`src/rtl/ld_pkg.sv`:
```
// Shared definitions for the load alignment unit: load opcode encoding,
// bus transfer size codes, FSM state type, and alignment/size helpers.
package ld_pkg;

    typedef enum logic [2:0] {
        OpLb  = 3'd0,
        OpLbu = 3'd1,
        OpLh  = 3'd2,
        OpLhu = 3'd3,
        OpLw  = 3'd4,
        OpLwl = 3'd5,
        OpLwr = 3'd6
    } ld_op_e;

    localparam logic [1:0] SizeByte = 2'd0;
    localparam logic [1:0] SizeHalf = 2'd1;
    localparam logic [1:0] SizeWord = 2'd2;

    typedef enum logic [1:0] {
        StIdle = 2'd0,
        StReq  = 2'd1,
        StWait = 2'd2
    } ld_state_e;

    // LWL/LWR are unaligned by definition and never fault.
    function automatic logic is_misaligned(input logic [2:0] op, input logic [1:0] byte_off);
        logic bad;
        bad = 1'b0;
        case (op)
            OpLh, OpLhu: bad = byte_off[0];
            OpLw:        bad = (byte_off != 2'b00);
            default:     bad = 1'b0;
        endcase
        return bad;
    endfunction

    function automatic logic [1:0] size_of(input logic [2:0] op);
        logic [1:0] sz;
        case (op)
            OpLb, OpLbu: sz = SizeByte;
            OpLh, OpLhu: sz = SizeHalf;
            default:     sz = SizeWord;
        endcase
        return sz;
    endfunction

endpackage

```
`src/rtl/load_extractor.sv`:
```
// Combinational lane selection, sign/zero extension and LWL/LWR merge.
// Ports:
//   op        load opcode (ld_pkg encoding)
//   byte_addr low two bits of the effective address
//   rdata     word returned by the data bus
//   rt_old    current destination value, merged by LWL/LWR
//   result    value to write back
module load_extractor
    import ld_pkg::*;
(
    input  logic [2:0]  op,
    input  logic [1:0]  byte_addr,
    input  logic [31:0] rdata,
    input  logic [31:0] rt_old,
    output logic [31:0] result
);

    logic [7:0]  byte_sel;
    logic [15:0] half_sel;
    logic [4:0]  lwl_sh;
    logic [4:0]  lwr_sh;

    always_comb begin
        byte_sel = rdata[{byte_addr, 3'b000} +: 8];
        half_sel = rdata[{byte_addr[1], 4'b0000} +: 16];
        // 8*(3-b) == {~b, 3'b000} for a two-bit b.
        lwl_sh   = {~byte_addr, 3'b000};
        lwr_sh   = {byte_addr, 3'b000};
        result   = rdata;
        case (op)
            OpLb:    result = {{24{byte_sel[7]}}, byte_sel};
            OpLbu:   result = {24'h0, byte_sel};
            OpLh:    result = {{16{half_sel[15]}}, half_sel};
            OpLhu:   result = {16'h0, half_sel};
            OpLwl:   result = (rdata << lwl_sh) | (rt_old & ~(32'hFFFF_FFFF << lwl_sh));
            OpLwr:   result = (rdata >> lwr_sh) | (rt_old & ~(32'hFFFF_FFFF >> lwr_sh));
            default: result = rdata;
        endcase
    end

endmodule

```
`src/rtl/load_align_unit.sv`:
```
// MEM-stage load unit: accepts one load, raises an address error for
// misaligned LH/LHU/LW, otherwise issues a word-aligned read on the data
// bus, waits for the response and presents the extracted result.
// Ports:
//   clk, rst                    clock, synchronous active-high reset
//   flush                       cancel in-flight load (bus handshake drains)
//   ld_*                        load offer from the pipeline / ready back
//   data_*                      SRAM-like data bus (req/addr_ok/data_ok)
//   wb_valid, wb_data, wb_dest  one-cycle writeback strobe and payload
//   adel_valid, badvaddr        one-cycle address-error strobe and address
module load_align_unit
    import ld_pkg::*;
#(
    parameter int unsigned ADDR_W = 32,
    parameter int unsigned DATA_W = 32
) (
    input  logic              clk,
    input  logic              rst,
    input  logic              flush,
    input  logic              ld_valid,
    output logic              ld_ready,
    input  logic [2:0]        ld_op,
    input  logic [ADDR_W-1:0] ld_addr,
    input  logic [DATA_W-1:0] ld_rt_old,
    input  logic [4:0]        ld_dest,
    output logic              data_req,
    output logic [ADDR_W-1:0] data_addr,
    output logic [1:0]        data_size,
    input  logic              data_addr_ok,
    input  logic              data_data_ok,
    input  logic [DATA_W-1:0] data_rdata,
    output logic              wb_valid,
    output logic [DATA_W-1:0] wb_data,
    output logic [4:0]        wb_dest,
    output logic              adel_valid,
    output logic [ADDR_W-1:0] badvaddr
);

    ld_state_e         state_q, state_d;
    logic [2:0]        op_q, op_d;
    logic [1:0]        off_q, off_d;
    logic [DATA_W-1:0] rt_old_q, rt_old_d;
    logic [4:0]        dest_q, dest_d;
    logic              cancel_q, cancel_d;
    logic              data_req_q, data_req_d;
    logic [ADDR_W-1:0] data_addr_q, data_addr_d;
    logic [1:0]        data_size_q, data_size_d;
    logic              wb_valid_q, wb_valid_d;
    logic [DATA_W-1:0] wb_data_q, wb_data_d;
    logic [4:0]        wb_dest_q, wb_dest_d;
    logic              adel_valid_q, adel_valid_d;
    logic [ADDR_W-1:0] badvaddr_q, badvaddr_d;

    logic              accept;
    logic              capture;
    logic [DATA_W-1:0] ext_result;

    load_extractor u_extractor (
        .op        (op_q),
        .byte_addr (off_q),
        .rdata     (data_rdata),
        .rt_old    (rt_old_q),
        .result    (ext_result)
    );

    assign ld_ready = (state_q == StIdle);

    always_comb begin
        state_d      = state_q;
        op_d         = op_q;
        off_d        = off_q;
        rt_old_d     = rt_old_q;
        dest_d       = dest_q;
        cancel_d     = cancel_q;
        data_req_d   = data_req_q;
        data_addr_d  = data_addr_q;
        data_size_d  = data_size_q;
        wb_valid_d   = 1'b0;
        wb_data_d    = wb_data_q;
        wb_dest_d    = wb_dest_q;
        adel_valid_d = 1'b0;
        badvaddr_d   = badvaddr_q;
        capture      = 1'b0;

        accept = ld_valid && ld_ready && !flush;

        case (state_q)
            StIdle: begin
                cancel_d = 1'b0;
                if (accept) begin
                    if (is_misaligned(ld_op, ld_addr[1:0])) begin
                        adel_valid_d = 1'b1;
                        badvaddr_d   = ld_addr;
                    end else begin
                        op_d        = ld_op;
                        off_d       = ld_addr[1:0];
                        rt_old_d    = ld_rt_old;
                        dest_d      = ld_dest;
                        data_req_d  = 1'b1;
                        data_addr_d = {ld_addr[ADDR_W-1:2], 2'b00};
                        data_size_d = size_of(ld_op);
                        state_d     = StReq;
                    end
                end
            end
            StReq: begin
                if (flush) cancel_d = 1'b1;
                if (data_addr_ok) begin
                    data_req_d = 1'b0;
                    if (data_data_ok) capture = 1'b1;
                    else              state_d = StWait;
                end
            end
            StWait: begin
                if (flush) cancel_d = 1'b1;
                if (data_data_ok) capture = 1'b1;
            end
            default: state_d = StIdle;
        endcase

        // A flush arriving with the data still kills the result.
        if (capture) begin
            state_d  = StIdle;
            cancel_d = 1'b0;
            if (!cancel_q && !flush) begin
                wb_valid_d = 1'b1;
                wb_data_d  = ext_result;
                wb_dest_d  = dest_q;
            end
        end
    end

    always_ff @(posedge clk) begin
        if (rst) begin
            state_q      <= StIdle;
            op_q         <= '0;
            off_q        <= '0;
            rt_old_q     <= '0;
            dest_q       <= '0;
            cancel_q     <= 1'b0;
            data_req_q   <= 1'b0;
            data_addr_q  <= '0;
            data_size_q  <= '0;
            wb_valid_q   <= 1'b0;
            wb_data_q    <= '0;
            wb_dest_q    <= '0;
            adel_valid_q <= 1'b0;
            badvaddr_q   <= '0;
        end else begin
            state_q      <= state_d;
            op_q         <= op_d;
            off_q        <= off_d;
            rt_old_q     <= rt_old_d;
            dest_q       <= dest_d;
            cancel_q     <= cancel_d;
            data_req_q   <= data_req_d;
            data_addr_q  <= data_addr_d;
            data_size_q  <= data_size_d;
            wb_valid_q   <= wb_valid_d;
            wb_data_q    <= wb_data_d;
            wb_dest_q    <= wb_dest_d;
            adel_valid_q <= adel_valid_d;
            badvaddr_q   <= badvaddr_d;
        end
    end

    assign data_req   = data_req_q;
    assign data_addr  = data_addr_q;
    assign data_size  = data_size_q;
    assign wb_valid   = wb_valid_q;
    assign wb_data    = wb_data_q;
    assign wb_dest    = wb_dest_q;
    assign adel_valid = adel_valid_q;
    assign badvaddr   = badvaddr_q;

endmodule

```
`config.mk`:
```
export PLATFORM = sky130hd
export DESIGN_NAME = load_align_unit
export DESIGN_NICKNAME = d
export VERILOG_FILES = /design/src/rtl/ld_pkg.sv /design/src/rtl/load_extractor.sv /design/src/rtl/load_align_unit.sv
export SDC_FILE = /design/constraint.sdc
export NUM_CORES = 1
export LEC_CHECK = 0
export CORE_MARGIN = 5
export CORE_UTILIZATION = 25
export CTS_CLUSTER_DIAMETER = 60
export CTS_CLUSTER_SIZE = 8
export DETAILED_ROUTE_END_ITERATION = 7
export GPL_TIMING_DRIVEN = 0
export PLACE_DENSITY = 0.53
export SYNTH_ARGS = -nofsm -noshare
export SYNTH_HDL_FRONTEND = slang
export SYNTH_SLANG_ARGS = --single-unit
```
`constraint.sdc`:
```
create_clock -name clk -period 2.3 [get_ports clk]
set_input_delay 0.23 -clock clk [delete_from_list [all_inputs] [get_ports clk]]
set_output_delay 0.23 -clock clk [all_outputs]
set_load 0.005 [all_outputs]
```
---- After elaboration in Yosys (flattened, before gate mapping) ----
Cells that the tools add are included.
storage, ports and cells
  bits in registers ....................... 149
  input port bits ......................... 110
  output and inout bits ................... 107
cells by class
  equality and inequality tests ........... 16
  shift operators ......................... 6
  mux-type cells .......................... 21
  bitwise gates (word level) .............. 12
  reductions and logical operators ........ 23
operator list
  cell                                                number
  one-hot mux 32 bit (6 select lines)                 1
  AND 32 bit                                          2
  inverter 32 bit                                     2
  bitwise OR 32 bit                                   2
  indexed part select 32 x 6 -> 16 bit                1
  indexed part select 32 x 6 -> 8 bit                 1
  << shifter 32 x 5 -> 32 bit                         1
  << shifter 32 x 5 -> 32 bit, first input constant   1
  right shift 32 x 5 -> 32 bit                        1
  right shift 32 x 5 -> 32 bit, first input constant  1
  == test 3 x 2 -> 1 bit, second input constant       4
  two-way mux 1 bit                                   10
  OR reduction 2 bit                                  5
  == test 3 bit, second input constant                3
  two-way mux 2 bit                                   4
  one-hot mux 1 bit (2 select lines)                  4
  == test 3 x 1 -> 1 bit, second input constant       2
  zero test 3 bit                                     2
  != test 2 bit, second input constant                3
  one-hot mux 2 bit (3 select lines)                  1
  AND reduction 3 bit                                 2
  nonzero test 2 bit                                  3
  inverter 1 bit                                      5
  AND reduction 5 bit                                 1
  11 further kinds                                    16

---- Longest topological paths before layout ----
  depth after elaboration ................. 8
  gate-level depth with buffers ........... 9
  depth with buffers taken out ............ 7

---- By module ----
A second synthesis with hierarchy kept.
unflattened totals
  cells, all modules ...................... 886
  area total of the unflattened synthesis .. 7378.3 um2
by module, submodules not included
  module           times used  cells an instance  area an instance (um2)  sequential area each (um2)
  load_align_unit  1           630                5326.4                  2982.9
  load_extractor   1           256                2052.0                  0.0

---- Worst setup path after synthesis ----
No wires, ideal clock.
  path type ............................... register to register
  start ................................... register state_q[1]
  end ..................................... register wb_data_q[18], in the netlist wb_data[18]
  setup time .............................. 132 ps
  arrival time ............................ 1819 ps
  required time ........................... 2168 ps
  slack ................................... 349 ps
  stages on the path, launching flop included .. 9
  cells stage by stage .................... dfxtp_1 inv_1 ha_1 a21oi_1 or4_4 buf_2 o2bb2ai_1 a2111oi_1 nor4_1
between the ends
  word-level cells in the longest chain between the ends .. 3
  elaborated cells between the ends (all ways) .. 4
ends and longest elaborated chain
  element                                                  RTL line                source
  from (decl)                                              load_align_unit.sv:39   ld_state_e state_q, state_d;
  from (signal assigned)                                   load_align_unit.sv:135  state_q <= StIdle;
  from (signal assigned)                                   load_align_unit.sv:150  state_q <= state_d;
  == test 2 bit or == test 2 x 1 -> 1 bit (tied branches)  load_align_unit.sv:87   case (state_q)
  one-hot mux 1 bit (2 select lines) *                     load_align_unit.sv:87
  AND reduction 2 bit (no source line) *                   -
  to (signal assigned)                                     load_align_unit.sv:160  wb_data_q <= wb_data_d;
  to (decl)                                                load_align_unit.sv:49   logic [DATA_W-1:0] wb_data_q, wb_data_d;
Every way passes the cells marked *; elsewhere a longest branch is shown, timed or not.
A chain may end at the register's enable or synchronous reset.

---- Final worst setup path ----
  start ................................... register state_q[0]
  end ..................................... register wb_data_q[2], in the netlist wb_data[2]
The elaborated chain is that of the path after synthesis.

==> key figures <==
Outcome
  – Outcome: completed

Die
  – I/O Pins: ~220
  – Initial Utilization: about 25%
  – Core Rows: ~60
  – Core region area: roughly 28,000 sq um
  – Die W: 177.7 um
  – Die ar.: 31,570 sq um
  – Die height: between 150 and 200 um

Route
  – Aggregate routed wire length: slightly below 30,000 um
  – Vias per inst: just under 5
  – Routed length per placed instance: ~19 um
  – Final ANT Viol Nets: 0
  – Residual DRC: 0
  – Initial DRC count: 449
  – First-pass DRT Iterations: 5
  – DR vias: 7,459

Pwr
  – Pwr per Cell Area: 651.3 nW/um^2
  – Worst IR Drop VDD: approximately 0.45 mV
  – Leakage power: about 3.4 nW

GRT
  – Vias in the first global route: between 7,000 and 8,000
  – Global route hottest layer: met2
  – Grt ovf: 0
  – M3 GR Usage: 7.073%
  – Global Route met1 Usage: 23.04%
  – Largest net degree at the start of global routing: 17
  – GRT Overall Usage: 18.30%
  – Initial antenna violation count: 2
  – Met2 Use GR: 29.11%
  – First-pass GRT wire length: 43,950 um

Logic synthesis
  – Synth Flop Type: dfxtp_1
  – Post-synth cell types: 53
  – Synthesis-stage register bit count: between 100 and 150
  – Area leader, netlist: dfxtp_1
  – Synth Warn #: 0
  – Number of synthesized flops with an enable pin: 0
  – Ys async rst share: 0%
  – Sequential element share of the synthesized area: 42.44%
  – Mean Syn Cell Area: 7.699 sq um
  – Synth top area share: a little over two fifths
  – Cell Area, Synth: 7029 sq um
  – Post-Synthesis Cells: 913
  – Top cells by area, synth: dfxtp_1, nand2_1, a21oi_1, mux2i_1, o21ai_0

STA
  – Max-slew violations: 0
  – Post-route setup slack: 0.09653 ns
  – Setup TNS Final: 0 ns
  – Final setup viols: 0
  – Fin Hold WS: 0.2863 ns
  – Worst slew pin tran: around 0.7 ns
  – Worst Skew: 0.01177 ns
  – FMAX: 453.8 MHz
  – Tmin final: 2.203 ns
  – RSZ-0062 raised after global routing: true
  – Max transition margin: a little over half
  – Fin. Hold Viols: 0
  – Tcrit/Tclk final: 95.80%

Setup path
  – R2r endpoint: wb_data[2]$_SDFFE_PP0P_
  – Worst Setup End Kind: flip-flop
  – Critical Path Source Type: flip-flop
  – CP Cell Sequence: inv_1 > ha_1 > nand2_1 > nor4_2 > clkbuf_4 > buf_4 > o2111ai_1 > a21oi_1
  – WS Path Type: reg2reg
  – Crit path max fanout: 10
  – Max incr delay on CP: 0.36 ns
  – Worst R2R Setup Slack: 0.1 ns
  – Critical R2R Launch: state_q[0]$_SDFFE_PP0P_
  – CP bufs+invs: 3
  – Worst EP required: 2.66 ns
  – Worst Path Arrival: 2.56 ns
  – CP delay by family, top: buffers and inverters
  – Reg2Reg Depth: 8
  – Slowest cell on crit path: dfxtp_1

Hold path
  – Worst hold start: rst
  – Hold Path Cell Cnt: 2
  – Class of the worst hold path: in2reg
  – Worst Hold Endpoint: state_q[0]$_SDFFE_PP0P_

Placement
  – DP HPWL: 22,670 um
  – Global placement routability congestion: 0.9156
  – Dpl ws: -0.4704 ns
  – Count of input and output buffers: about 210

CTS
  – CTS tree: yes
  – Hold buffers post-CTS: 0
  – CTS Root Cell: clkbuf_16
  – Deepest clock path buffer count: 2
  – CTS H-tree lvls: 4
  – Worst skew pair latency: between 0.4 and 0.5 ns
  – Num CTS Buffers: 17
  – CTS Sinks: between 100 and 150
  – Reg clk slew, reported paths: 0.07 ns

Final layout
  – Layout Area Growth over Synthesis: 47.12%
  – Fillers: 2,997
  – Post-Route Utilization: 37.22%
  – Share of layout cells above drive strength 1: 8.786%
  – Antenna Cells: 0
  – Nets: 1,261

Job
  – Maxcap violations: 0
## Yosys cell counts, types with 2 or more instances
| library cell | n |
|---|---|
| a2111oi_1 | 6 |
| a2111oi_2 | 2 |
| a211oi_1 | 2 |
| a21boi_0 | 15 |
| a21oi_1 | 134 |
| a31oi_1 | 10 |
| and3_1 | 2 |
| and3b_1 | 2 |
| buf_2 | 24 |
| buf_4 | 3 |
| clkbuf_1 | 44 |
| dfxtp_1 | 149 |
| ha_1 | 3 |
| inv_1 | 5 |
| mux2_2 | 3 |
| mux2i_1 | 40 |
| nand2_1 | 280 |
| nand2b_1 | 4 |
| nand3_1 | 3 |
| nand3b_1 | 3 |
| nor2_1 | 28 |
| nor2b_1 | 9 |
| nor3_1 | 9 |
| nor4_1 | 8 |
| o2111ai_1 | 6 |
| o211a_1 | 8 |
| o211ai_1 | 7 |
| o21ai_0 | 43 |
| o221ai_1 | 8 |
| o22a_1 | 6 |
| o22ai_1 | 10 |
| o2bb2ai_1 | 7 |
| or2_2 | 10 |
## layout make-up
type                            instances  area [sq um]  share of cell area [%]
Clock buffer                           17         425.4                   4.114
Inverter                                5         18.77                  0.1815
Buffer                                 73         351.6                   3.400
Tap cell                              378         473.0                   4.573
Clock inverter                         15         187.7                   1.815
Multi-Input combinational cell        687          3755                   36.31
Timing Repair Buffer                  215          2147                   20.76
Sequential cell                       149          2983                   28.84
## worst max path at each step
stage / from / cells after the start / end
detailed placement: flush / 7 / rt_old_q[22]$_SDFFE_PP0P_
finish: state_q[0]$_SDFFE_PP0P_ / 8 / wb_data[2]$_SDFFE_PP0P_
CTS: state_q[1]$_SDFFE_PP0P_ / 8 / wb_data[19]$_SDFFE_PP0P_
global placement: flush / 7 / rt_old_q[26]$_SDFFE_PP0P_
floorplan: state_q[1]$_SDFFE_PP0P_ / 8 / wb_data[18]$_SDFFE_PP0P_
global route: state_q[0]$_SDFFE_PP0P_ / 8 / wb_data[2]$_SDFFE_PP0P_
## layer usage
metal,share of wire [%],up-vias
li1,-,3637
met1,43,3478
met2,45,300
met3,9.9,40
met4,2.3,4
met5,0.078,-
## through the flow
step                      instance area (sq um)  instances  power (W)
after floorplan                            7033        914   0.003263
final                                     10340       1539   0.006735
after global routing                      10340       1539   0.007014
after detailed placement                   9638       1505   0.003812
after CTS                                 10280       1537   0.006788
after global placement                     9638       1505   0.003812
## power by group
part	internal, W	leakage (nW)	total [W]	switching [W]
sequential	0.00267	1.21	0.00273	0.0000606
clock	0.00165	0.301	0.00296	0.00131
combinational	0.000487	1.94	0.00105	0.000565
## registers in the layout, indices dropped and copies added (netlist names), 2 cells and up
signal	count
wb_dest	5
state_q	2
data_addr	30
data_size	2
op_q	3
wb_data	32
rt_old_q	32
badvaddr	32
off_q	2
dest_q	5
## cells in the final DEF (no fill, tap or decap), types with 9 or more instances in the layout
master           instances
clkbuf_1                35
or2_2                   10
buf_2                   22
clkdlybuf4s50_1        213
nor2b_1                  9
a21oi_1                133
mux2i_1                 40
a31oi_1                 10
dfxtp_1                149
o22ai_1                 10
a21boi_0                15
o21ai_0                 43
nand2_1                280
nor2_1                  27
nor3_1                   9
clkbuf_16               17
## cell families after synthesis
group	share of synthesized area (%)
and+or+nand+nor	21.50
AOI/OAI and AO/OA	24.12
DFF	42.44
buffers and inverters	4.859
muxes	6.497
adders and majority gates	0.5341
other	0.05335
## timing repair
| item | in CTS | in global routing |
|---|---|---|
| gates resized for setup | 11 | 24 |
| setup endpoints to repair | 72 | 88 |
| pin swaps | 0 | 1 |
| setup buffers | 0 | 2 |
Note: power is estimated with default switching activity, not from simulation.
